## config.mk

```make
export PLATFORM = sky130hd
export DESIGN_NAME = mask_lane_merge
export DESIGN_NICKNAME = d
export VERILOG_FILES = /design/src/rtl/mask_merge_pkg.sv /design/src/rtl/lane_fifo.sv /design/src/rtl/mask_lane_merge.sv
export SDC_FILE = /design/constraint.sdc
export NUM_CORES = 1
export LEC_CHECK = 0
export ABC_CLOCK_PERIOD_IN_PS = 4900
export CAP_MARGIN = 20
export CORE_MARGIN = 2
export CORE_UTILIZATION = 60
export CTS_CLUSTER_SIZE = 10
export DETAILED_ROUTE_END_ITERATION = 7
export DONT_BUFFER_PORTS = 1
export PLACE_DENSITY = 0.84
export SLEW_MARGIN = 10
export SYNTH_ARGS = -nofsm -noshare
export SYNTH_HDL_FRONTEND = slang
export SYNTH_SLANG_ARGS = --single-unit
```

## constraint.sdc

```tcl
create_clock -name i_CLK -period 4.9 [get_ports i_CLK]
set_input_delay 0.735 -clock i_CLK [delete_from_list [all_inputs] [get_ports i_CLK]]
set_output_delay 0.735 -clock i_CLK [all_outputs]
set_load 0.1 [all_outputs]
```

## src/rtl/mask_merge_pkg.sv

```systemverilog
// ----------------------------------------------------------------------------
// mask_merge_pkg
// Shared constants, width helper and lane index type for the mask lane merger.
//   LANE_W(n)    : index width for n items, never less than 1 bit
//   N_LANES_DEF  : default number of mask-calculation lanes
//   MASK_W       : beat width for a binary mask
//   RGB_W        : beat width for RGB pass-through
//   lane_idx_t   : lane index wide enough for the maximum of 16 lanes
// ----------------------------------------------------------------------------
package mask_merge_pkg;

    localparam int N_LANES_DEF = 4;
    localparam int MASK_W      = 1;
    localparam int RGB_W       = 24;

    // $clog2(1) is 0, which would give a zero-width vector.
    function automatic int LANE_W(input int n);
        return (n > 1) ? $clog2(n) : 1;
    endfunction

    typedef logic [3:0] lane_idx_t;

endpackage

```

## src/rtl/lane_fifo.sv

```systemverilog
// ----------------------------------------------------------------------------
// lane_fifo
// Synchronous FIFO buffering one mask lane. A write is accepted when the FIFO
// is not full, or when it is full but a pop happens in the same cycle.
// i_CLR empties the FIFO and discards the write of that cycle.
// Ports:
//   i_CLK, i_RSTn  clock, asynchronous active-low reset
//   i_CLR          synchronous flush
//   i_WR, i_WDATA  write strobe and data
//   i_RD           pop request (ignored while empty)
//   o_RDATA        head of the FIFO (valid while !o_EMPTY)
//   o_FULL         FIFO holds FIFO_DEPTH entries
//   o_EMPTY        FIFO holds no entry
// ----------------------------------------------------------------------------
module lane_fifo
    import mask_merge_pkg::*;
#(
    parameter int DATA_WIDTH = MASK_W,
    parameter int FIFO_DEPTH = 8
) (
    input  logic                  i_CLK,
    input  logic                  i_RSTn,
    input  logic                  i_CLR,
    input  logic                  i_WR,
    input  logic [DATA_WIDTH-1:0] i_WDATA,
    input  logic                  i_RD,
    output logic [DATA_WIDTH-1:0] o_RDATA,
    output logic                  o_FULL,
    output logic                  o_EMPTY
);

    localparam int AW = LANE_W(FIFO_DEPTH);

    logic [DATA_WIDTH-1:0] r_mem [FIFO_DEPTH];
    logic [AW-1:0]         r_wr_ptr;
    logic [AW-1:0]         r_rd_ptr;
    logic [AW:0]           r_count;
    logic                  w_do_rd;
    logic                  w_do_wr;

    assign o_FULL  = (r_count == (AW+1)'(FIFO_DEPTH));
    assign o_EMPTY = (r_count == '0);
    assign o_RDATA = r_mem[r_rd_ptr];

    assign w_do_rd = i_RD & ~o_EMPTY;
    // A pop frees the slot the write lands in, so a full FIFO still accepts.
    assign w_do_wr = i_WR & (~o_FULL | w_do_rd);

    // NOTE: storage has no reset; the pointers and count alone define which entries are valid.
    always_ff @(posedge i_CLK) begin
        if (w_do_wr && !i_CLR) begin
            r_mem[r_wr_ptr] <= i_WDATA;
        end
    end

    // NOTE: state registers use non-blocking assignments so every flop samples pre-edge values.
    always_ff @(posedge i_CLK or negedge i_RSTn) begin
        if (!i_RSTn) begin
            r_wr_ptr <= '0;
            r_rd_ptr <= '0;
            r_count  <= '0;
        end else if (i_CLR) begin
            r_wr_ptr <= '0;
            r_rd_ptr <= '0;
            r_count  <= '0;
        end else begin
            if (w_do_wr) r_wr_ptr <= r_wr_ptr + 1'b1;
            if (w_do_rd) r_rd_ptr <= r_rd_ptr + 1'b1;
            r_count <= r_count + (AW+1)'(w_do_wr) - (AW+1)'(w_do_rd);
        end
    end

endmodule

```

## src/rtl/mask_lane_merge.sv

```systemverilog
// ----------------------------------------------------------------------------
// mask_lane_merge
// Merges N_LANES parallel mask lanes into one in-order pixel stream. Lane k
// carries pixels k, k+N, k+2N, ...; each lane is buffered in its own FIFO and
// beats are emitted strictly in lane order 0..N_LANES-1, waiting on an empty
// lane rather than skipping it.
// Optional feature macro: MASK_MERGE_EOL_EN enables a column counter and o_EOL
// on the last beat of each LINE_WIDTH-beat line; otherwise o_EOL is 0.
// Ports:
//   i_CLK, i_RSTn  clock, asynchronous active-low reset
//   i_CLR          synchronous flush (FIFOs, lane select, output, flags, column)
//   i_VALID        per-lane write strobe
//   i_DATA         lane k at bits [k*DATA_WIDTH +: DATA_WIDTH]
//   i_READY        downstream accepts the current beat
//   o_VALID/o_DATA registered output beat, held while stalled
//   o_LANE         source lane of o_DATA
//   o_OVF          sticky per-lane overflow (write dropped on a full FIFO)
//   o_EOL          last beat of the line
// ----------------------------------------------------------------------------
module mask_lane_merge
    import mask_merge_pkg::*;
#(
    parameter int N_LANES    = N_LANES_DEF,
    parameter int DATA_WIDTH = MASK_W,
    parameter int FIFO_DEPTH = 8,
    parameter int LINE_WIDTH = 640
) (
    input  logic                            i_CLK,
    input  logic                            i_RSTn,
    input  logic                            i_CLR,
    input  logic [N_LANES-1:0]              i_VALID,
    input  logic [N_LANES*DATA_WIDTH-1:0]   i_DATA,
    input  logic                            i_READY,
    output logic                            o_VALID,
    output logic [DATA_WIDTH-1:0]           o_DATA,
    output logic [LANE_W(N_LANES)-1:0]      o_LANE,
    output logic [N_LANES-1:0]              o_OVF,
    output logic                            o_EOL
);

    localparam int LW = LANE_W(N_LANES);

    logic [DATA_WIDTH-1:0] w_rdata [N_LANES];
    logic [N_LANES-1:0]    w_full;
    logic [N_LANES-1:0]    w_empty;
    logic [N_LANES-1:0]    w_pop;
    logic                  w_load;
    logic [LW-1:0]         w_sel_next;

    logic [LW-1:0]         r_sel;
    logic                  r_valid;
    logic [DATA_WIDTH-1:0] r_data;
    logic [LW-1:0]         r_lane;
    logic [N_LANES-1:0]    r_ovf;

    for (genvar g = 0; g < N_LANES; g++) begin : g_lane
        lane_fifo #(
            .DATA_WIDTH (DATA_WIDTH),
            .FIFO_DEPTH (FIFO_DEPTH)
        ) u_fifo (
            .i_CLK   (i_CLK),
            .i_RSTn  (i_RSTn),
            .i_CLR   (i_CLR),
            .i_WR    (i_VALID[g]),
            .i_WDATA (i_DATA[g*DATA_WIDTH +: DATA_WIDTH]),
            .i_RD    (w_pop[g]),
            .o_RDATA (w_rdata[g]),
            .o_FULL  (w_full[g]),
            .o_EMPTY (w_empty[g])
        );
    end

    // The output register is free when empty or being accepted this cycle.
    assign w_load = (~r_valid | i_READY) & ~w_empty[r_sel];

    // N_LANES need not be a power of 2, so sel wraps explicitly.
    assign w_sel_next = (r_sel == LW'(N_LANES - 1)) ? '0 : r_sel + 1'b1;

    // NOTE: every always_comb output gets a default first so no latch can be inferred.
    always_comb begin
        w_pop = '0;
        for (int k = 0; k < N_LANES; k++) begin
            w_pop[k] = w_load & (r_sel == LW'(k));
        end
    end

    always_ff @(posedge i_CLK or negedge i_RSTn) begin
        if (!i_RSTn) begin
            r_sel   <= '0;
            r_valid <= 1'b0;
            r_data  <= '0;
            r_lane  <= '0;
            r_ovf   <= '0;
        end else if (i_CLR) begin
            r_sel   <= '0;
            r_valid <= 1'b0;
            r_data  <= '0;
            r_lane  <= '0;
            r_ovf   <= '0;
        end else begin
            // Dropped write: FIFO full and not being popped in the same cycle.
            r_ovf <= r_ovf | (i_VALID & w_full & ~w_pop);
            if (w_load) begin
                r_valid <= 1'b1;
                r_data  <= w_rdata[r_sel];
                r_lane  <= r_sel;
                r_sel   <= w_sel_next;
            end else if (i_READY) begin
                r_valid <= 1'b0;
            end
        end
    end

`ifdef MASK_MERGE_EOL_EN
    localparam int CW = LANE_W(LINE_WIDTH);

    logic [CW-1:0] r_col;
    logic          r_eol;

    always_ff @(posedge i_CLK or negedge i_RSTn) begin
        if (!i_RSTn) begin
            r_col <= '0;
            r_eol <= 1'b0;
        end else if (i_CLR) begin
            r_col <= '0;
            r_eol <= 1'b0;
        end else if (w_load) begin
            // o_EOL travels with the beat and is held with it while stalled.
            r_eol <= (r_col == CW'(LINE_WIDTH - 1));
            r_col <= (r_col == CW'(LINE_WIDTH - 1)) ? '0 : r_col + 1'b1;
        end
    end

    assign o_EOL = r_eol;
`else
    assign o_EOL = 1'b0;
`endif

    assign o_VALID = r_valid;
    assign o_DATA  = r_data;
    assign o_LANE  = r_lane;
    assign o_OVF   = r_ovf;

endmodule
```

# Word-level counts from Yosys, hierarchy flattened
# Memories as Yosys holds them, arrays and structs flattened.
# Cells that the tools add are included.
# Widths: inputs -> output; s select.
[word_totals] latchBits=0 ramBits=32 regBits=50 elab_cells=144 mem_bits_ro=0 output_inout_bits=9 input_bits=12 memories=4
[op_classes] multipliers=0 n_lt_le_gt_ge=2 bitwise=33 reduce_logical=20 div_mod_pow=0 add_sub_neg=17 eq_ne=7 muxes=44 shift=0
[memory_table] memory="g_lane[0].u_fifo.r_mem" words=8 width=1 rd=1 rd_clocked_by_memory_dff=0 write_ports=1 line_no="lane_fifo.sv:34" rtl="logic [DATA_WIDTH-1:0] r_mem [FIFO_DEPTH];"
[memory_table] memory="g_lane[1].u_fifo.r_mem" words=8 width=1 rd=1 rd_clocked_by_memory_dff=0 write_ports=1 line_no="lane_fifo.sv:34"
[memory_table] memory="g_lane[2].u_fifo.r_mem" words=8 width=1 rd=1 rd_clocked_by_memory_dff=0 write_ports=1 line_no="lane_fifo.sv:34"
[memory_table] memory="g_lane[3].u_fifo.r_mem" words=8 width=1 rd=1 rd_clocked_by_memory_dff=0 write_ports=1 line_no="lane_fifo.sv:34"
[ops] cell="$mux 3" n=16
[ops] cell="$add 3x1->3 const B" n=8
[ops] cell="$mux 4" n=5
[ops] cell="$reduce_bool 2->1" n=9
[ops] cell="$add 4x1->4" n=4
[ops] cell="$eq 4x4->1 const B" n=4
[ops] cell="$logic_not 4->1" n=4
[ops] cell="$mux 1" n=16
[ops] cell="$sub 4x1->4" n=4
[ops] cell="$and 1x1->1" n=13
[ops] cell="$mux 2" n=5
[ops] cell="$not 1->1" n=10
[ops] cell="$and 4x4->4" n=2
[ops] cell="$or 1x1->1" n=5
[ops] cell="$bmux 1 s2" n=2
[ops] cell="$eq 2x2->1 const B" n=2
[ops] cell="$logic_and 1x1->1" n=4
[ops] cell="$not 4->4" n=1
[ops] cell="$or 4x4->4" n=1
[ops] cell="$ge 3x3->1 const B" n=1
[ops] cell="$lt 2x3->1 const B" n=1
[ops] cell="$not 2->3" n=1
[ops] cell="$reduce_bool 3->1" n=1
[ops] cell="$add 2x1->2 const B" n=1
[ops] cell="3 further kinds" n=3

# Logic depth before layout (Yosys ltp)
[logic_depth] word_depth=12 mapped_depth=13 ltp_nobuf=12

# Modules after synthesis
# Synthesis repeated with hierarchy kept, for this count alone.
[unflattened] cells_unflattened=441 hier_area_um2=4852.2
[by_module_without_submodules] module="lane_fifo at g_lane[1].u_fifo ..." cells_per_inst=94 area_each_um2=1039.7 instances=2 seq_area_each_um2=490.5
[by_module_without_submodules] module="lane_fifo at g_lane[2].u_fifo" cells_per_inst=95 area_each_um2=1087.3 instances=1 seq_area_each_um2=490.5
[by_module_without_submodules] module="lane_fifo at g_lane[0].u_fifo" cells_per_inst=96 area_each_um2=1059.8 instances=1 seq_area_each_um2=490.5
[by_module_without_submodules] module="mask_lane_merge" cells_per_inst=62 area_each_um2=625.6 instances=1 seq_area_each_um2=250.2

# Least setup slack after synthesis
# OpenSTA, ideal clock, no wires.
[synth_timing] path_type="flip-flop to flip-flop" startpoint="register r_valid (netlist: o_VALID)" endpoint="register g_lane[3].u_fifo.r_count[2]" slack_ps=1989 arrival_time_ps=2780 t_required_ps=4768 n_path_buf=1 setup_ps=132 period_less_slack_ps=2911 stages_incl_launch_ff=11 cell_sequence="dfrtp_1 nor2b_1 or4_4 buf_6 a21oi_4 o21ai_4 inv_2 ha_1 fa_1 xnor2_1 nor2_1"
[synth_between] elab_chain_cells=10
[synth_lines] item="start: declaration" line_no="mask_lane_merge.sv:51" rtl="logic r_valid;"
[synth_lines] item="start signal: assignment" line_no="mask_lane_merge.sv:90" rtl="r_valid <= 1'b0;"
[synth_lines] item="start signal: assignment" line_no="mask_lane_merge.sv:96" rtl="r_valid <= 1'b0;"
[synth_lines] item="start signal: assignment" line_no="mask_lane_merge.sv:104" rtl="r_valid <= 1'b1;"
[synth_lines] item="$not 1->1 (*)" line_no="mask_lane_merge.sv:74" rtl="assign w_load = (~r_valid | i_READY) & ~w_empty[r_sel];"
[synth_lines] item="$or 1x1->1 (*)" line_no="mask_lane_merge.sv:74"
[synth_lines] item="$and 1x1->1 (*)" line_no="mask_lane_merge.sv:74"
[synth_lines] item="$and 1x1->1 (*)" line_no="mask_lane_merge.sv:83" rtl="w_pop[k] = w_load & (r_sel == LW'(k));"
[synth_lines] item="$and 1x1->1 (*)" line_no="lane_fifo.sv:45" rtl="assign w_do_rd = i_RD & ~o_EMPTY;"
[synth_lines] item="$or 1x1->1" line_no="lane_fifo.sv:47" rtl="assign w_do_wr = i_WR & (~o_FULL | w_do_rd);"
[synth_lines] item="$and 1x1->1" line_no="lane_fifo.sv:47"
[synth_lines] item="$add 4x1->4" line_no="lane_fifo.sv:69" rtl="r_count <= r_count + (AW+1)'(w_do_wr) - (AW+1)'(w_do_rd);"
[synth_lines] item="$sub 4x1->4 (*)" line_no="lane_fifo.sv:69"
[synth_lines] item="$mux 4 (*)" line_no="lane_fifo.sv:62" rtl="end else if (i_CLR) begin"
[synth_lines] item="end signal: assignment" line_no="lane_fifo.sv:69"
[synth_lines] item="end: declaration" line_no="lane_fifo.sv:37" rtl="logic [AW:0] r_count;"
# Every way passes the cells marked *; elsewhere a longest branch is shown, timed or not.
# A chain may end at the register's enable or synchronous reset.

# Worst setup path after layout
[layout_timing] startpoint="register g_lane[2].u_fifo.r_count[2]" endpoint="register g_lane[0].u_fifo.r_count[2]"
[layout_between] elab_chain_cells=12
[layout_lines] item="start: declaration" line_no="lane_fifo.sv:37"
[layout_lines] item="start signal: assignment" line_no="lane_fifo.sv:69"
[layout_lines] item="$logic_not 4->1 (*)" line_no="lane_fifo.sv:42" rtl="assign o_EMPTY = (r_count == '0);"
[layout_lines] item="$bmux 1 s2 (*)" line_no="mask_lane_merge.sv:74"
[layout_lines] item="$mux 1 (implied by the code) (*)" line_no="mask_lane_merge.sv:74"
[layout_lines] item="$not 1->1 (*)" line_no="mask_lane_merge.sv:74"
[layout_lines] item="$and 1x1->1 (*)" line_no="mask_lane_merge.sv:74"
[layout_lines] item="$and 1x1->1 (*)" line_no="mask_lane_merge.sv:83"
[layout_lines] item="$and 1x1->1 (*)" line_no="lane_fifo.sv:45"
[layout_lines] item="$or 1x1->1" line_no="lane_fifo.sv:47"
[layout_lines] item="$and 1x1->1" line_no="lane_fifo.sv:47"
[layout_lines] item="$add 4x1->4" line_no="lane_fifo.sv:69"
[layout_lines] item="$sub 4x1->4 (*)" line_no="lane_fifo.sv:69"
[layout_lines] item="$mux 4 (*)" line_no="lane_fifo.sv:62"
[layout_lines] item="end signal: assignment" line_no="lane_fifo.sv:69"
[layout_lines] item="end: declaration" line_no="lane_fifo.sv:37"
# Every way passes the cells marked *; elsewhere a longest branch is shown, timed or not. The select of a mux whose other input is x is not followed.

==> results.txt <==
* Worst-case clock buffer depth: 2
* Max-slew headroom: 0.3689
- Global route total overflow: 0
- For the pin with the worst max-slew slack, the measured transition is 946.6 ps.
- Total Nets Final: 449
- Number of global-route vias before repair: 3,006
* Total negative slack: 0 ps
- Across the run, the number of max-cap violations was 0.
- TritonCTS built the clock tree.
- Total nets after synthesis: 450
- For this design the static power due to leakage is between 1.5 and 2 nW.
- Min Hold Slack: approximately 65 ps
* PD cells: ~520 mW/mm²
- In this run the worst hold path is classified as input port to async pin.
- Post-synthesis instance area: roughly 0.0046 mm²
- Outcome: complete, no violations
- Counting flops with a built-in enable in the synthesized netlist gives 32.
- Crit. End Element: flip-flop
- Derived from the worst setup path, the maximum achievable clock frequency is roughly 310 MHz.
- The critical path is of the flip-flop to flip-flop type.
- Detailed placement HPWL: a little under 6 mm
- The region available for standard cell placement spans around 0.0076 mm².
- Counting tap cells, the placed design contains a total of between 400 and 500 instances.
- Setup bufs post-CTS: 0
* Reg2Reg Setup Slack: 1660 ps
- For the worst flop-to-flop path, the logic depth is 11.
- The first detailed-routing pass ran for 4 iterations.
- During synthesis, Yosys emitted a total of 0 warnings.
- Counting flops and latches in the post-synthesis netlist gives 82.
- The first routing iteration left 131 violations.
- Buffer type at the clock tree root: clkbuf_8
* Post-DR wirelength/cell: 16.11 µm
* Overall track demand over capacity in global routing: 0.2154
- The startpoint identified for the worst register-to-register timing path is g_lane[2].u_fifo.r_count[2].
* Final number of setup-violating endpoints: 0
- Across all setup checks in the final design, the least slack found is 1663 ps.
- Row generation in the floorplan step produced 32 rows.
- Instance count of the mapped netlist: between 400 and 500
- For the worst setup path, the data required time is 5150 ps.
* Number of distinct library cell variants in the gate-level netlist after synthesis: between 40 and 50
- The first global-routing pass estimated 14.20 mm of wire.
* Fin. Hold Viols: 0
- The finished layout holds 508 standard cells, fillers aside.
- Hold repair after CTS inserted 0 buffers.
- Of the cells placed in the final design, the portion with a size suffix greater than 1 is 0.1429.
* Crit. Startpoint: g_lane[2].u_fifo.r_count[2]
* Clock slew at the register clock pins of the worst setup and hold paths: 80 ps
* Placer congestion estimate: slightly below 0.8
- Ratio of routed vias to standard cells: between 5 and 6
- VDD sags by at most 0.0002356 V.
* Number of buffers inserted during clock tree synthesis: 9
* Total routed wirelength: 8.182 mm
* Post-Place Worst Slack: roughly 1600 ps
- Ports: 21
* Die extent in x: slightly above 90 µm
- Gates resized during post-CTS repair numbered 0.
* Worst endpoint data arrival time: around 3500 ps
- The worst setup path is launched from a flip-flop.
* Antenna Violating Nets Remaining: 0
- Final antenna diode count: 0
* Clk sink count: slightly above 80
* Clock latency on the worst-skew pair: ~360 ps
- Overall die height: 91.92 µm
* Worst clock skew: approximately 6.5 ps
* Peak fanout along the critical path: 10
- Share of flip-flops with an asynchronous set or reset: 0.6098
- The die covers 0.008449 mm².
- The H-tree generated during clock tree synthesis spans 3 levels.
- Final count of pins violating max slew: 0
* Fin crit share: 0.6605
- For this run, the register share of the synthesized area comes to 0.4769.
- Entering global routing, the biggest net connects 69 pins.
- Effective utilization at floorplan: 0.6097
- Dividing the synthesized area by the synthesized cell count gives around 12 µm².
* RSZ-0062 raised after global routing: no
- Tot Pwr: 0.002568 W
- Post-route minimum period: between 3000 and 4000 ps
- Reg2reg end: g_lane[0].u_fifo.r_count[2]
- Relative to the synthesized area, the layout overhead comes to 5.530%.
* Most common flop cell mapped by yosys: dfrtp_1
- DRC errors left: 0
- Vias: approximately 3,000
- Number of input and output port buffers inserted: 0
- The initial antenna violation count is 0.
## cells in the mapped netlist, types with 8 or more instances
cell type / n / area, µm²
edfxtp_1: 32 / 960.9
o21ai_0: 9 / 45.04
dfrtp_1: 50 / 1251
inv_1: 19 / 71.32
nor2_1: 37 / 138.9
a21o_1: 8 / 60.06
mux2i_1: 8 / 80.08
a21oi_1: 19 / 95.09
nand2_1: 27 / 101.4
ha_1: 32 / 400.4
nor3_1: 18 / 90.09
xnor2_1: 11 / 96.34
nor2b_1: 13 / 81.33
nand2b_1: 17 / 106.4
mux4_2: 8 / 180.2
## cells in the final DEF (no fill, tap or decap), drive strengths merged, types with 7 or more instances in the layout
| cell type | Yosys | routed |
|---|---|---|
| dfrtp | 50 | 50 |
| nor2 | 37 | 37 |
| ha | 32 | 32 |
| edfxtp | 32 | 32 |
| nand2 | 27 | 27 |
| inv | 24 | 24 |
| a21oi | 23 | 23 |
| nor3 | 18 | 18 |
| nand2b | 17 | 17 |
| o21ai | 16 | 16 |
| nor2b | 13 | 13 |
| clkbuf | 7 | 13 |
| xnor2 | 11 | 11 |
| nor4 | 11 | 11 |
| o211ai | 10 | 10 |
| a21o | 8 | 8 |
| mux2i | 8 | 8 |
| mux4 | 8 | 8 |
| nor4b | 7 | 7 |
## flip-flops by register name, indices dropped and copies added, names as in the netlist
signal / cells
g_lane.u_fifo.r_count: 16
g_lane.u_fifo.r_mem: 32
g_lane.u_fifo.r_rd_ptr: 12
g_lane.u_fifo.r_wr_ptr: 12
o_DATA: 1
o_LANE: 2
o_OVF: 4
o_VALID: 1
r_sel: 2
## cell type report
cell class / instances / area [µm²]
clock inverter: 3 / 63.81
tap: 102 / 127.6
inverter: 24 / 92.59
multi-input combinational: 282 / 2247
fill: 593 / 2713
timing repair buffer: 2 / 12.51
clock buffer: 13 / 138.9
sequential: 82 / 2212
## metrics by stage
step	area, µm²	util
final	4895	0.6434
after global routing	4895	0.6434
after CTS	4895	0.6434
after detailed placement	4692	0.6168
after global placement	4687	0.6161
after floorplan	4638	-
## layer usage
| layer | GRT usage | part of all wire | routed length (µm) | vias to the layer above |
|---|---|---|---|---|
| met5 | 0 | 0 | 0 | - |
| met4 | 0.08333 | 0.015 | 119 | 0 |
| met3 | 0.06245 | 0.035 | 286 | 10 |
| met2 | 0.3450 | 0.50 | 4082 | 34 |
| met1 | 0.2791 | 0.45 | 3694 | 1489 |
| li1 | - | - | - | 1432 |
## logic make-up after synthesis
logic type / synth area share
AO/OA/AOI/OAI: 0.1128
XOR/XNOR: 0.02077
adder cells (fa/ha/maj): 0.1036
buffers and inverters: 0.03858
flip-flops: 0.4769
multiplexers: 0.06744
other: 0.0008085
AND/OR/NAND/NOR: 0.1791
## worst max-delay path, stage by stage, from the launching register on
cell and delay [ps]:
dfrtp_1 360, inv_1 100, ha_1 140, nor3b_1 450, a2111o_1 630, a21oi_4 180, o21ai_2 310, inv_2 100
ha_1 230, fa_1 390, xnor2_1 170, nor2_1 50
## worst max-delay path by stage
stage,slack (ps),end
2_1_floorplan,1990,g_lane[3].u_fifo.r_count[2]
3_3_place_gp,1690,g_lane[2].u_fifo.r_count[2]
3_5_place_dp,1640,g_lane[0].u_fifo.r_count[2]
6_report,1660,g_lane[0].u_fifo.r_count[2]
4_1_cts,1610,g_lane[0].u_fifo.r_count[2]
5_1_grt,1370,g_lane[0].u_fifo.r_count[2]
## power by group
group	switching [W]	internal [W]
Clock	0.000237	0.000287
Combinational	0.000573	0.000430
Sequential	0.000225	0.000817
Note: power is estimated with default switching activity, not from simulation.
